File: src/rtl/mdu_pkg.sv
// ---------------------------------------------------------------------------
// mdu_pkg
// Shared definitions for the RV32M multiply/divide unit.
//   - MDUOP_* operation codes (RISC-V funct3 encoding of the M extension)
//   - FSM state encoding for the mdu control path
//   - ZERO_WORD reset value for result registers
//   - helpers that report whether an op treats rs1 / rs2 as signed
// ---------------------------------------------------------------------------
package mdu_pkg;

    localparam logic [31:0] ZERO_WORD = 32'h0000_0000;

    typedef logic [2:0] mduop_t;

    localparam mduop_t MDUOP_MUL    = 3'd0;
    localparam mduop_t MDUOP_MULH   = 3'd1;
    localparam mduop_t MDUOP_MULHSU = 3'd2;
    localparam mduop_t MDUOP_MULHU  = 3'd3;
    localparam mduop_t MDUOP_DIV    = 3'd4;
    localparam mduop_t MDUOP_DIVU   = 3'd5;
    localparam mduop_t MDUOP_REM    = 3'd6;
    localparam mduop_t MDUOP_REMU   = 3'd7;

    typedef enum logic [1:0] {
        MDU_IDLE = 2'd0,
        MDU_CALC = 2'd1,
        MDU_DONE = 2'd2
    } mdu_state_e;

    // rs1 is signed for MUL, MULH, MULHSU, DIV and REM
    function automatic logic op_a_signed(input mduop_t op);
        return (op == MDUOP_MUL) || (op == MDUOP_MULH) || (op == MDUOP_MULHSU) ||
               (op == MDUOP_DIV) || (op == MDUOP_REM);
    endfunction

    // rs2 is signed for MUL, MULH, DIV and REM (MULHSU keeps it unsigned)
    function automatic logic op_b_signed(input mduop_t op);
        return (op == MDUOP_MUL) || (op == MDUOP_MULH) ||
               (op == MDUOP_DIV) || (op == MDUOP_REM);
    endfunction

endpackage

File: src/rtl/mdu_div_step.sv
// ---------------------------------------------------------------------------
// mdu_div_step
// One combinational restoring-division iteration on unsigned magnitudes.
// The {rem, quot} pair is shifted left by one; if the shifted remainder is
// at least the divisor it is reduced and a 1 enters the quotient LSB,
// otherwise the shifted remainder is kept and a 0 enters.
// Ports:
//   rem_i      W  partial remainder (always < divisor_i)
//   quot_i     W  dividend bits still to consume / quotient bits so far
//   divisor_i  W  divisor magnitude
//   rem_o      W  next partial remainder
//   quot_o     W  next quotient / dividend register
// ---------------------------------------------------------------------------
module mdu_div_step
    import mdu_pkg::*;
#(
    parameter int W = 32
) (
    input  logic [W-1:0] rem_i,
    input  logic [W-1:0] quot_i,
    input  logic [W-1:0] divisor_i,
    output logic [W-1:0] rem_o,
    output logic [W-1:0] quot_o
);

    logic [W:0] shifted;
    logic [W:0] diff;

    // One extra bit so the shifted remainder (< 2*divisor) never overflows
    assign shifted = {rem_i, quot_i[W-1]};
    assign diff    = shifted - {1'b0, divisor_i};

    // A borrow out of the subtraction means the divisor did not fit: restore
    always_comb begin
        rem_o  = shifted[W-1:0];
        quot_o = {quot_i[W-2:0], 1'b0};
        if (!diff[W]) begin
            rem_o  = diff[W-1:0];
            quot_o = {quot_i[W-2:0], 1'b1};
        end
    end

endmodule

File: src/rtl/mdu.sv
// ---------------------------------------------------------------------------
// mdu
// Iterative multiply/divide unit for RV32M. Works on operand magnitudes
// (shift-add multiply, restoring divide, one bit per cycle) and applies
// sign correction when the result is selected in DONE.
// Optional build macro MDU_FAST_MUL_EN: multiplies use a combinational
// 64-bit product and skip CALC; divides are unaffected.
// Ports:
//   clk             core clock, rising edge
//   rst             synchronous active-high reset
//   req_valid_i     request present
//   req_ready_o     unit can accept (IDLE and not flushing)
//   op_i            MDUOP_* operation code
//   DataA_i         rs1 operand (multiplicand / dividend)
//   DataB_i         rs2 operand (multiplier / divisor)
//   flush_i         abandon any in-flight op
//   result_o        result, held until the next completion
//   result_valid_o  one-cycle pulse when result_o is new
//   busy_o          high in CALC and DONE
// ---------------------------------------------------------------------------
module mdu
    import mdu_pkg::*;
#(
    parameter int XLEN  = 32,
    parameter int CNT_W = 6
) (
    input  logic            clk,
    input  logic            rst,
    input  logic            req_valid_i,
    output logic            req_ready_o,
    input  logic [2:0]      op_i,
    input  logic [XLEN-1:0] DataA_i,
    input  logic [XLEN-1:0] DataB_i,
    input  logic            flush_i,
    output logic [XLEN-1:0] result_o,
    output logic            result_valid_o,
    output logic            busy_o
);

    localparam logic [CNT_W-1:0] LAST_ITER = CNT_W'(XLEN - 1);

    mdu_state_e          state_q;
    mdu_state_e          state_d;
    logic [CNT_W-1:0]    counter_q;
    mduop_t              op_q;
    logic                neg_a_q;
    logic                neg_b_q;
    logic [XLEN-1:0]     abs_a_q;
    logic [XLEN-1:0]     abs_b_q;
    logic [2*XLEN-1:0]   work_q;

    logic                accept;
    logic                a_neg_in;
    logic                b_neg_in;
    logic [XLEN-1:0]     abs_a_in;
    logic [XLEN-1:0]     abs_b_in;
    logic                b_zero_in;
    logic                div_ovf_in;
    logic                special_in;
    logic                fast_in;

    logic [XLEN:0]       mul_sum;
    logic [2*XLEN-1:0]   mul_next;
    logic [XLEN-1:0]     div_rem_next;
    logic [XLEN-1:0]     div_quot_next;
    logic [2*XLEN-1:0]   work_next;

    logic [2*XLEN-1:0]   mag;
    logic [2*XLEN-1:0]   prod_signed;
    logic                prod_neg;
    logic [XLEN-1:0]     quot;
    logic [XLEN-1:0]     rem;
    logic [XLEN-1:0]     result_sel;

    assign req_ready_o = (state_q == MDU_IDLE) && !flush_i;
    assign busy_o      = (state_q != MDU_IDLE);
    assign accept      = req_valid_i && req_ready_o;

    assign a_neg_in  = op_a_signed(op_i) && DataA_i[XLEN-1];
    assign b_neg_in  = op_b_signed(op_i) && DataB_i[XLEN-1];
    assign abs_a_in  = a_neg_in ? (~DataA_i + 1'b1) : DataA_i;
    assign abs_b_in  = b_neg_in ? (~DataB_i + 1'b1) : DataB_i;

    assign b_zero_in  = (DataB_i == '0);
    assign div_ovf_in = ((op_i == MDUOP_DIV) || (op_i == MDUOP_REM)) &&
                        (DataA_i == {1'b1, {(XLEN-1){1'b0}}}) &&
                        (DataB_i == '1);
    assign special_in = op_i[2] && (b_zero_in || div_ovf_in);

`ifdef MDU_FAST_MUL_EN
    assign fast_in = !op_i[2];
`else
    assign fast_in = 1'b0;
`endif

    // Shift-add: the low half holds the multiplier and is consumed LSB first,
    // the high half accumulates; the carry shifts down into the product.
    assign mul_sum  = {1'b0, work_q[2*XLEN-1:XLEN]} +
                      (work_q[0] ? {1'b0, abs_a_q} : {(XLEN+1){1'b0}});
    assign mul_next = {mul_sum, work_q[XLEN-1:1]};

    mdu_div_step #(.W(XLEN)) u_div_step (
        .rem_i     (work_q[2*XLEN-1:XLEN]),
        .quot_i    (work_q[XLEN-1:0]),
        .divisor_i (abs_b_q),
        .rem_o     (div_rem_next),
        .quot_o    (div_quot_next)
    );

    assign work_next = op_q[2] ? {div_rem_next, div_quot_next} : mul_next;

    // Sign correction and result selection from the finished work register.
    // Special divide cases preload work_q with the final {rem, quot} and
    // clear the sign flags so they flow through this same path unchanged.
    always_comb begin
        mag = work_q;
`ifdef MDU_FAST_MUL_EN
        if (!op_q[2]) begin
            mag = {{XLEN{1'b0}}, abs_a_q} * {{XLEN{1'b0}}, abs_b_q};
        end
`endif
        prod_neg    = neg_a_q ^ neg_b_q;
        prod_signed = prod_neg ? (~mag + 1'b1) : mag;
        quot        = work_q[XLEN-1:0];
        rem         = work_q[2*XLEN-1:XLEN];
        result_sel  = quot;
        case (op_q)
            MDUOP_MUL:                            result_sel = prod_signed[XLEN-1:0];
            MDUOP_MULH, MDUOP_MULHSU, MDUOP_MULHU: result_sel = prod_signed[2*XLEN-1:XLEN];
            MDUOP_DIV, MDUOP_DIVU:                result_sel = prod_neg ? (~quot + 1'b1) : quot;
            MDUOP_REM, MDUOP_REMU:                result_sel = neg_a_q ? (~rem + 1'b1) : rem;
            default:                              result_sel = quot;
        endcase
    end

    // Next-state logic: special divides and fast multiplies skip CALC
    always_comb begin
        state_d = state_q;
        case (state_q)
            MDU_IDLE: begin
                if (accept) begin
                    state_d = (special_in || fast_in) ? MDU_DONE : MDU_CALC;
                end
            end
            MDU_CALC: begin
                if (flush_i) begin
                    state_d = MDU_IDLE;
                end else if (counter_q == LAST_ITER) begin
                    state_d = MDU_DONE;
                end
            end
            MDU_DONE: state_d = MDU_IDLE;
            default:  state_d = MDU_IDLE;
        endcase
    end

    // Datapath and state registers; a flush in CALC/DONE drops the op and
    // leaves result_o untouched
    always_ff @(posedge clk) begin
        if (rst) begin
            state_q        <= MDU_IDLE;
            counter_q      <= '0;
            result_o       <= ZERO_WORD;
            result_valid_o <= 1'b0;
            op_q           <= MDUOP_MUL;
            neg_a_q        <= 1'b0;
            neg_b_q        <= 1'b0;
            abs_a_q        <= '0;
            abs_b_q        <= '0;
            work_q         <= '0;
        end else begin
            state_q        <= state_d;
            result_valid_o <= 1'b0;
            case (state_q)
                MDU_IDLE: begin
                    if (accept) begin
                        op_q      <= op_i;
                        abs_a_q   <= abs_a_in;
                        abs_b_q   <= abs_b_in;
                        counter_q <= '0;
                        if (special_in) begin
                            neg_a_q <= 1'b0;
                            neg_b_q <= 1'b0;
                            work_q  <= b_zero_in ? {DataA_i, {XLEN{1'b1}}}
                                                 : {{XLEN{1'b0}}, 1'b1, {(XLEN-1){1'b0}}};
                        end else begin
                            neg_a_q <= a_neg_in;
                            neg_b_q <= b_neg_in;
                            work_q  <= {{XLEN{1'b0}}, (op_i[2] ? abs_a_in : abs_b_in)};
                        end
                    end
                end
                MDU_CALC: begin
                    if (!flush_i) begin
                        work_q    <= work_next;
                        counter_q <= counter_q + 1'b1;
                    end
                end
                MDU_DONE: begin
                    if (!flush_i) begin
                        result_o       <= result_sel;
                        result_valid_o <= 1'b1;
                    end
                end
                default: ;
            endcase
        end
    end

endmodule

File: config.mk
export PLATFORM = sky130hd
export DESIGN_NAME = mdu
export DESIGN_NICKNAME = d
export VERILOG_FILES = /design/src/rtl/mdu_pkg.sv /design/src/rtl/mdu_div_step.sv /design/src/rtl/mdu.sv
export SDC_FILE = /design/constraint.sdc
export NUM_CORES = 1
export LEC_CHECK = 0
export CAP_MARGIN = 30
export CORE_MARGIN = 1
export CORE_UTILIZATION = 40
export DETAILED_ROUTE_END_ITERATION = 10
export PLACE_DENSITY = 0.62
export SLEW_MARGIN = 25
export SYNTH_ARGS = -nofsm -noshare
export SYNTH_HDL_FRONTEND = slang
export SYNTH_SLANG_ARGS = --single-unit
File: constraint.sdc
create_clock -name clk -period 3.3 [get_ports clk]
set_input_delay 0.33 -clock clk [delete_from_list [all_inputs] [get_ports clk]]
set_output_delay 0.33 -clock clk [all_outputs]
set_load 0.01 [all_outputs]
# Word-level counts from Yosys, hierarchy flattened
# Index checks and enable logic that the tools add are counted.
# word_totals
regBits,174
out_inout_bits,35
word_cells,102
in_bits,71
# classes
n_eq_ne,19
n_mux,27
n_addsub,8
bitwise,8
n_reduce_logical,30
# ops
op,n
2-to-1 mux 64 bit,6
2-to-1 mux 32 bit,7
"adder 32 x 1 -> 32 bit, second input constant",4
inverter 32 bit,4
case mux 32 bit (4 select lines),1
case mux 64 bit (2 select lines),1
"adder 64 x 1 -> 64 bit, second input constant",1
"== test 32 bit, second input constant",2
inverter 64 bit,1
adder 32 x 32 -> 33 bit,1
subtractor 33 x 32 -> 33 bit,1
logical NOT 32 bit,1
"== test 3 bit, second input constant",6
2-to-1 mux 6 bit,2
case mux 6 bit (2 select lines),1
"== test 3 x 2 -> 1 bit, second input constant",3
logical OR 1 bit,8
2-to-1 mux 2 bit,4
logical AND 1 bit,7
"adder 6 x 1 -> 6 bit, second input constant",1
"== test 3 x 1 -> 1 bit, second input constant",2
"== test 6 x 5 -> 1 bit, second input constant",1
logical NOT 3 bit,2
AND reduction 2 bit,3
other kinds (14),22

# Logic depth before layout (Yosys ltp)
# Gate-level depths: netlist (run 1).
# logic_depth
word_depth,11
depth_mapped,15
depth_no_buf,13

# Hierarchy
# From an unflattened synthesis (run 1), not the netlist that was laid out.
# hier_totals
cells_unflattened,2161
hier_area_um2,15924.0
# by_module_without_submodules
module,area_per_inst_um2,instances,cells_each
mdu,13332.8,1,1825
mdu_div_step,2591.2,1,336

# Worst setup path after synthesis (run 1)
# Ideal clock, no wire load.
# synth_timing
kind,flip-flop to flip-flop
start,"reg work_q[31], in the netlist mag[31]"
end,"reg work_q[37], in the netlist mag[37]"
path_slack_ps,-70
n_path_buf,1
stages_incl_launch_ff,15
arrival_time_ps,3238
required_time_ps,3168
path_cell_list,dfxtp_1 > inv_1 > ha_1 > fa_1 > nand2b_1 > a21oi_1 > o21ai_1 > a21oi_1 > o2111a_1 > o21ai_1 > xor2_1 > buf_4 > mux2_2 > a221oi_1 > nor3_1
# synth_between
elab_chain_len,5
# synth_lines
element,line,rtl
start: declaration,mdu.sv:50,logic [2*XLEN-1:0] work_q;
start signal: assignment,mdu.sv:184,"work_q <= b_zero_in ? {DataA_i, {XLEN{1'b1}}}"
start signal: assignment,mdu.sv:189,"work_q <= {{XLEN{1'b0}}, (op_i[2] ? abs_a_in : abs_b_in)};"
start signal: assignment,mdu.sv:195,work_q <= work_next;
subtractor 33 x 32 -> 33 bit,mdu_div_step.sv:31,"assign diff = shifted - {1'b0, divisor_i};"
2-to-1 mux 32 bit,mdu_div_step.sv:37,if (!diff[W]) begin
2-to-1 mux 64 bit,mdu.sv:110,"assign work_next = op_q[2] ? {div_rem_next, div_quot_next} : mul_next;"
2-to-1 mux 64 bit,mdu.sv:194,if (!flush_i) begin
case mux 64 bit (2 select lines),mdu.sv:174,case (state_q)
# Every way passes these cells. The select of a mux whose other input is x is not followed.
# A chain may end at the register's enable or synchronous reset.

# Worst setup path after layout (run 1)
# layout_timing
start,"reg work_q[0], in the netlist mag[0]"
end,"reg work_q[42], in the netlist mag[42]"
# layout_between
elab_chain_len,5
# layout_lines
element,line,rtl
2-to-1 mux 32 bit,mdu.sv:99,"(work_q[0] ? {1'b0, abs_a_q} : {(XLEN+1){1'b0}});"
adder 32 x 32 -> 33 bit,mdu.sv:98,"assign mul_sum = {1'b0, work_q[2*XLEN-1:XLEN]} +"
2-to-1 mux 64 bit,mdu.sv:110,
2-to-1 mux 64 bit,mdu.sv:194,
case mux 64 bit (2 select lines),mdu.sv:174,
# Every way passes these cells. The select of a mux whose other input is x is not followed.

==> flow_summary.json, run 1 <==
{
  "syn_inst": 2161,
  "setup_viol_count_final": 0,
  "cp.arrival_ns": 3.61,
  "max_stage_delay_ns": 0.35,
  "clk_latency_ns": 0.51,
  "fmax_ghz": 0.307,
  "hp-class": "input port to flop",
  "vias": 18850,
  "yosysWarnings": 0,
  "fin_nets": 2609,
  "power_frac_seq": 0.300,
  "ant_nets": 0,
  "gp_routability_congestion": 1.04,
  "dieArea_um2": 39900,
  "synth_edf_count": 0,
  "initial_core_util": 0.405,
  "status": "completed",
  "fin_skew_ns": 0.0151,
  "drt-total-wl_mm": 77.0,
  "async_flop_share": 0,
  "crit_fanout": 6,
  "p_int_mw": 4.66,
  "final_cell_area_um2": 20500,
  "cts_hold_buffers": 0,
  "cp_top_family": "compound AO/OA/AOI/OAI gates",
  "path_class": "flop to flop",
  "core-area_um2": 38600,
  "relSlewSlack": 0.361,
  "crit_top_cell": "buf_4",
  "yosys-top-cells-count": "nor2_1 (252), a21oi_1 (230), nand2_1 (177)",
  "core.rowCount": 72,
  "p_sw_mw": 3.24,
  "first_iter_violations": 2396,
  "syn_area_per_cell_um2": 7.24,
  "p_comb_frac": 0.440,
  "rr_startpoint": "mag[0]",
  "synthXorXnorAreaFrac": 0.0935,
  "die_w_um": 200,
  "min_from": "rst",
  "grt_pass1_wl_mm": 113,
  "dp_hpwl_mm": 60.4,
  "synth_top_family_by_area": "compound AO/OA/AOI/OAI gates",
  "tns_ns": 0,
  "synth_top_cell_area_share": 0.223,
  "holdWs_ns": 0.220,
  "slowest_stage": "xor2_1",
  "drive_gt1_frac": 0.213,
  "tightest_slew_ns": 0.955,
  "cellLeakagePower_nw": 8.18,
  "synthAdderAreaFrac": 0.0586,
  "synth_ff_type": "dfxtp_1",
  "period_minus_slack_ns": 3.26,
  "grt_usage": 0.386,
  "ios": 106,
  "clk_pin_slew_ns": 0.07,
  "ys_ff_latch": 174,
  "fin_crit_sh": 0.988,
  "yosysUniqueCellTypes": 86,
  "port_buffers": 105,
  "placed_area_um2": 19200,
  "critPathRequiredTime_ns": 3.65,
  "yosysTopAreaCell": "dfxtp_1",
  "post-synth-top-count-cell": "nor2_1",
  "holdPathEnd": "abs_b_q[26]",
  "critPathBufInv": 4,
  "synthSimpleGateAreaFrac": 0.238,
  "finalHoldViolations": 0,
  "drv_slew": 0,
  "clock_path_buffers": 2,
  "cp_cell_sequence": "buf_6 > buf_4 > and2_4 > ha_4 > buf_4 > and4_1 > a21o_1 > a211o_1 > buf_4 > a21o_1 > a21oi_1 > xor2_1 > o21ai_0 > a21oi_1 > nor4_1",
  "rsz0062_at_grt": "yes",
  "syn_area_um2": 15600,
  "r2r_slack_ns": 0.04,
  "wl_per_cell_um": 25.7,
  "critPathCaptureType": "flop",
  "cts-root-buf": "clkbuf_16",
  "numCtsBuffers": 17,
  "synth_compound_gate_area_share": 0.292,
  "cts.sinks": 174,
  "yosysSeqAreaShare": 0.223,
  "viasPerCell": 6.29,
  "cts_tree": "built",
  "overflow": 0,
  "antenna_found_initial": 3,
  "die_h_um": 200,
  "r2r_end": "mag[42]",
  "area_delta_synth_final_pct": 31.1,
  "synthMuxAreaShare": 0.0298,
  "worstHoldPathCells": 2,
  "cap_violations": 0,
  "grt_max_degree": 66,
  "cts_htree_levels": 4,
  "syn_nets": 2304,
  "drt_first_pass_iters": 5,
  "power.share.switching": 0.410,
  "drc": 0,
  "grt_pass1_vias": 17426,
  "rr_worst_depth": 15,
  "cp-start-kind": "flop",
  "pwr-share-clk": 0.260,
  "powerDensity_nw_per_um2": 386,
  "peakVddDrop_uv": 405,
  "yosys-top-cells-area": "dfxtp_1 (22%), a21oi_1 (7.4%), nor2_1 (6.0%)"
}
==> area by class of cell <==
| class | instances | area, um^2 |
|---|---|---|
| Fill cell | 3796 | 18100 |
| Multi-Input combinational cell | 1760 | 11700 |
| Timing Repair Buffer | 447 | 3800 |
| Sequential cell | 174 | 3510 |
| Tap cell | 518 | 648 |
| Clock buffer | 19 | 443 |
| Inverter | 66 | 248 |
| Clock inverter | 11 | 100 |
| Antenna cell | 1 | 2.50 |
==> layer usage <==
metal | GRT usage | wire length (um)
met1 | 0.548 | 34500
met3 | 0.0995 | 8110
met5 | 0 | 26
met4 | 0.144 | 2790
met2 | 0.556 | 31600
==> sequential cells by signal, indices dropped and copies added (netlist names) <==
register and flops:
result_o 32, state_q 2, result_valid_o 1, neg_a_q 1
op_q 3, abs_a_q 32, mag 64, neg_b_q 1
counter_q 6, abs_b_q 32
==> cell families (layout without fill, tap and decap cells) <==
logic type	after synthesis	count (layout)
DFF	174	174
AOI/OAI and AO/OA	714	714
muxes	45	45
buffers and inverters	227	543
adders and majority gates	72	72
xor gates and xnor gates	167	167
other	0	1
and+or+nand+nor	762	762
==> metrics by stage <==
| step | util | setup slack, ns | power (mW) | std cells |
|---|---|---|---|---|
| 6_report | 0.530 | 0.0389 | 7.90 | 2996 |
| 5_1_grt | 0.530 | -0.0866 | 8.19 | 2995 |
| 4_1_cts | 0.516 | -0.0419 | 7.67 | 2989 |
| 3_5_place_dp | 0.496 | -0.314 | 5.52 | 2953 |
| 3_3_place_gp | 0.496 | -0.241 | 5.52 | 2953 |
| 2_1_floorplan | - | 0.0215 | 4.10 | 2161 |
==> how the worst max path moves through the flow <==
stage,to,slack [ns],from,cells past startpoint
after floorplan,mag[37],0.02,mag[31],14
after global placement,mag[63],-0.24,mag[0],16
after detailed placement,mag[63],-0.31,mag[0],16
after CTS,mag[55],-0.04,mag[0],16
after global routing,mag[61],-0.09,mag[0],15
final,mag[42],0.04,mag[0],15
==> cell usage in the layout (no fill, tap or decap), types with 79 or more instances in the layout <==
master,n
buf_4,326
nor3_1,82
a211oi_1,79
nor2_1,250
o21ai_0,123
xnor2_1,99
nand2_1,174
clkdlybuf4s50_1,104
dfxtp_1,159
a21oi_1,214
==> power groups by stage <==
| stage | Sequential [mW] | Combinational (mW) | Clock (mW) |
|---|---|---|---|
| after floorplan | 2.34 | 1.76 | 0 |
| after global placement | 2.40 | 3.12 | 0 |
| after detailed placement | 2.40 | 3.12 | 0 |
| after CTS | 2.35 | 3.24 | 2.08 |
| after global routing | 2.38 | 3.67 | 2.15 |
| final | 2.37 | 3.48 | 2.06 |
==> what timing repair did <==
action | in CTS | in global routing
resized for setup | 29 | 107
gates cloned | 2 | 1
buffers inserted | 4 | 6
pin swaps | 12 | 37
setup endpoints to repair | 30 | 34
Note: power is estimated with default switching activity, not from simulation.
==> run 2, diff against run 1 <==
--- a/config.mk
+++ b/config.mk
@@ -14,3 +14,4 @@
 export SYNTH_ARGS = -nofsm -noshare
 export SYNTH_HDL_FRONTEND = slang
 export SYNTH_SLANG_ARGS = --single-unit
+export TNS_END_PERCENT = 20
==> run 2 against run 1 <==
Fmax is 1.1% lower. Clock skew is 0.00054 ns higher. Non-clock buffer count is 2 higher.
==> flow_summary.json, run 2 (synthesis gave the netlist of run 1 again) <==
{
  "status": "completed",
  "numCtsBuffers": 17,
  "fin_skew_ns": 0.0157,
  "regArea_um2": 3510,
  "cts_tree": "built",
  "power_mw": 7.89,
  "drv_slew": 0,
  "tightest_slew_ns": 0.964,
  "hp-class": "input port to flop",
  "clock_path_buffers": 2,
  "setup_viol_count_final": 0,
  "layout.cells.most_common": "buf_4",
  "ant_nets": 0,
  "area_delta_synth_final_pct": 31.2,
  "drive_gt1_frac": 0.213,
  "cts_htree_levels": 4,
  "core.rowCount": 72,
  "rr_startpoint": "mag[0]",
  "wl_per_cell_um": 25.6,
  "die_w_um": 200,
  "vias": 18884,
  "drt-total-wl_mm": 76.8,
  "core-area_um2": 38600,
  "final_cell_mix": "buf_4 (330), nor2_1 (250), a21oi_1 (217)",
  "cts_hold_buffers": 0,
  "rr_worst_depth": 16,
  "instances_no_fill": 2998,
  "critPathRequiredTime_ns": 3.71,
  "drc": 0,
  "cp-start-kind": "flop",
  "fillers": 3805,
  "cp.arrival_ns": 3.71,
  "placedCellCount": 2953,
  "critPathCaptureType": "flop",
  "clk_pin_slew_ns": 0.08,
  "dieArea_um2": 39900,
  "path_class": "flop to flop",
  "fin_nets": 2611,
  "cap_violations": 0,
  "multi_input_area_um2": 11800,
  "holdWs_ns": 0.215,
  "cts-root-buf": "clkbuf_16",
  "ios": 106,
  "r2r_slack_ns": 0.001,
  "crit_path_start": "mag[0]",
  "relSlewSlack": 0.354,
  "cp_cell_sequence": "buf_6 > and2_4 > ha_4 > buf_6 > nand3_1 > o211ai_1 > a211o_1 > nor3_2 > buf_4 > o32a_1 > o21ai_0 > buf_4 > a41o_1 > xnor2_1 > nand2_1 > a22o_1",
  "slowest_stage": "o211ai_1",
  "drt_first_pass_iters": 5,
  "antenna_found_initial": 2,
  "peakVddDrop_uv": 406,
  "period_minus_slack_ns": 3.30,
  "r2r_end": "mag[60]",
  "die_h_um": 200,
  "cellLeakagePower_nw": 8.18,
  "port_buffers": 105,
  "fmax_ghz": 0.303,
  "min_from": "rst",
  "first_iter_violations": 2408,
  "cts.sinks": 174,
  "largest_reg_flops": 64,
  "grt_pass1_wl_mm": 112,
  "dp_hpwl_mm": 60.4,
  "fin_crit_sh": 1.00,
  "max_stage_delay_ns": 0.47,
  "viasPerCell": 6.30,
  "worstHoldPathCells": 2,
  "rsz0062_at_grt": "yes",
  "grt_pass1_vias": 17417,
  "finalHoldViolations": 0,
  "gp_routability_congestion": 1.04,
  "crit_fanout": 6,
  "overflow": 0,
  "holdPathEnd": "abs_b_q[26]",
  "grt_max_degree": 66,
  "powerDensity_nw_per_um2": 384,
  "initial_core_util": 0.405,
  "grt_usage": 0.386,
  "clk_latency_ns": 0.51
}
## run 2: cell types whose count changed in the layout (fill, tap and decap cells not counted), moves of 3 or more
cell,delta
ha_4,+4
ha_2,-4
a21oi_1,+3
a21oi_2,-3
buf_4,+4
## run 2: cell type report
| type | count | area share |
|---|---|---|
| Sequential cell | 174 | 0.171 |
| Clock inverter | 11 | 0.00488 |
| Clock buffer | 19 | 0.0216 |
| Antenna cell | 1 | 0.000122 |
| Timing Repair Buffer | 449 | 0.185 |
| Tap cell | 518 | 0.0316 |
| Inverter | 66 | 0.0121 |
| Multi-Input combinational cell | 1760 | 0.574 |
## run 2: layer usage
| metal | vias up | track usage | part of all wire |
|---|---|---|---|
| met2 | 1082 | 0.552 | 0.41 |
| met1 | 9098 | 0.543 | 0.44 |
| li1 | 8522 | - | - |
| met5 | - | 0 | 0.00017 |
| met4 | 2 | 0.154 | 0.041 |
| met3 | 180 | 0.103 | 0.11 |
## run 2: metrics by stage
step | TNS (ns) | setup WS [ns] | instance area [um^2] | utilization
2_1_floorplan | 0 | 0.0215 | 15700 | -
3_3_place_gp | -3.50 | -0.241 | 19200 | 0.496
3_5_place_dp | -3.00 | -0.314 | 19200 | 0.496
4_1_cts | -0.119 | -0.0353 | 19900 | 0.516
5_1_grt | -0.366 | -0.0871 | 20500 | 0.531
6_report | 0 | 0.000975 | 20500 | 0.531
## run 2: worst max-delay path: cells and delay by family, from the launching register on
| kind | cells | cell delay [ns] |
|---|---|---|
| AO/OA/AOI/OAI | 6 | 1.56 |
| buffers and inverters | 4 | 0.55 |
| AND/OR/NAND/NOR | 4 | 0.34 |
| flip-flops | 1 | 0.33 |
| adder cells (fa/ha/maj) | 1 | 0.27 |
| XOR/XNOR | 1 | 0.13 |
## run 2: repair_timing
item	in CTS	in global routing
pin swaps	9	32
endpoints found under the setup margin	30	34
setup buffers	3	10
cloned	1	1
resized for setup	33	99
## run 2: worst max-delay path by stage
stage | endpoint | slack, ns | cells after the start
2_1_floorplan | mag[37] | 0.02 | 14
3_5_place_dp | mag[63] | -0.31 | 16
4_1_cts | mag[52] | -0.04 | 16
3_3_place_gp | mag[63] | -0.24 | 16
6_report | mag[60] | 0.001 | 16
5_1_grt | mag[61] | -0.09 | 15
## run 2: where the power goes
| part | switching (mW) | internal [mW] | total [mW] |
|---|---|---|---|
| clock network | 1.06 | 1.00 | 2.06 |
| logic | 2.03 | 1.43 | 3.46 |
| registers | 0.148 | 2.22 | 2.37 |
| total | 3.23 | 4.65 | 7.89 |
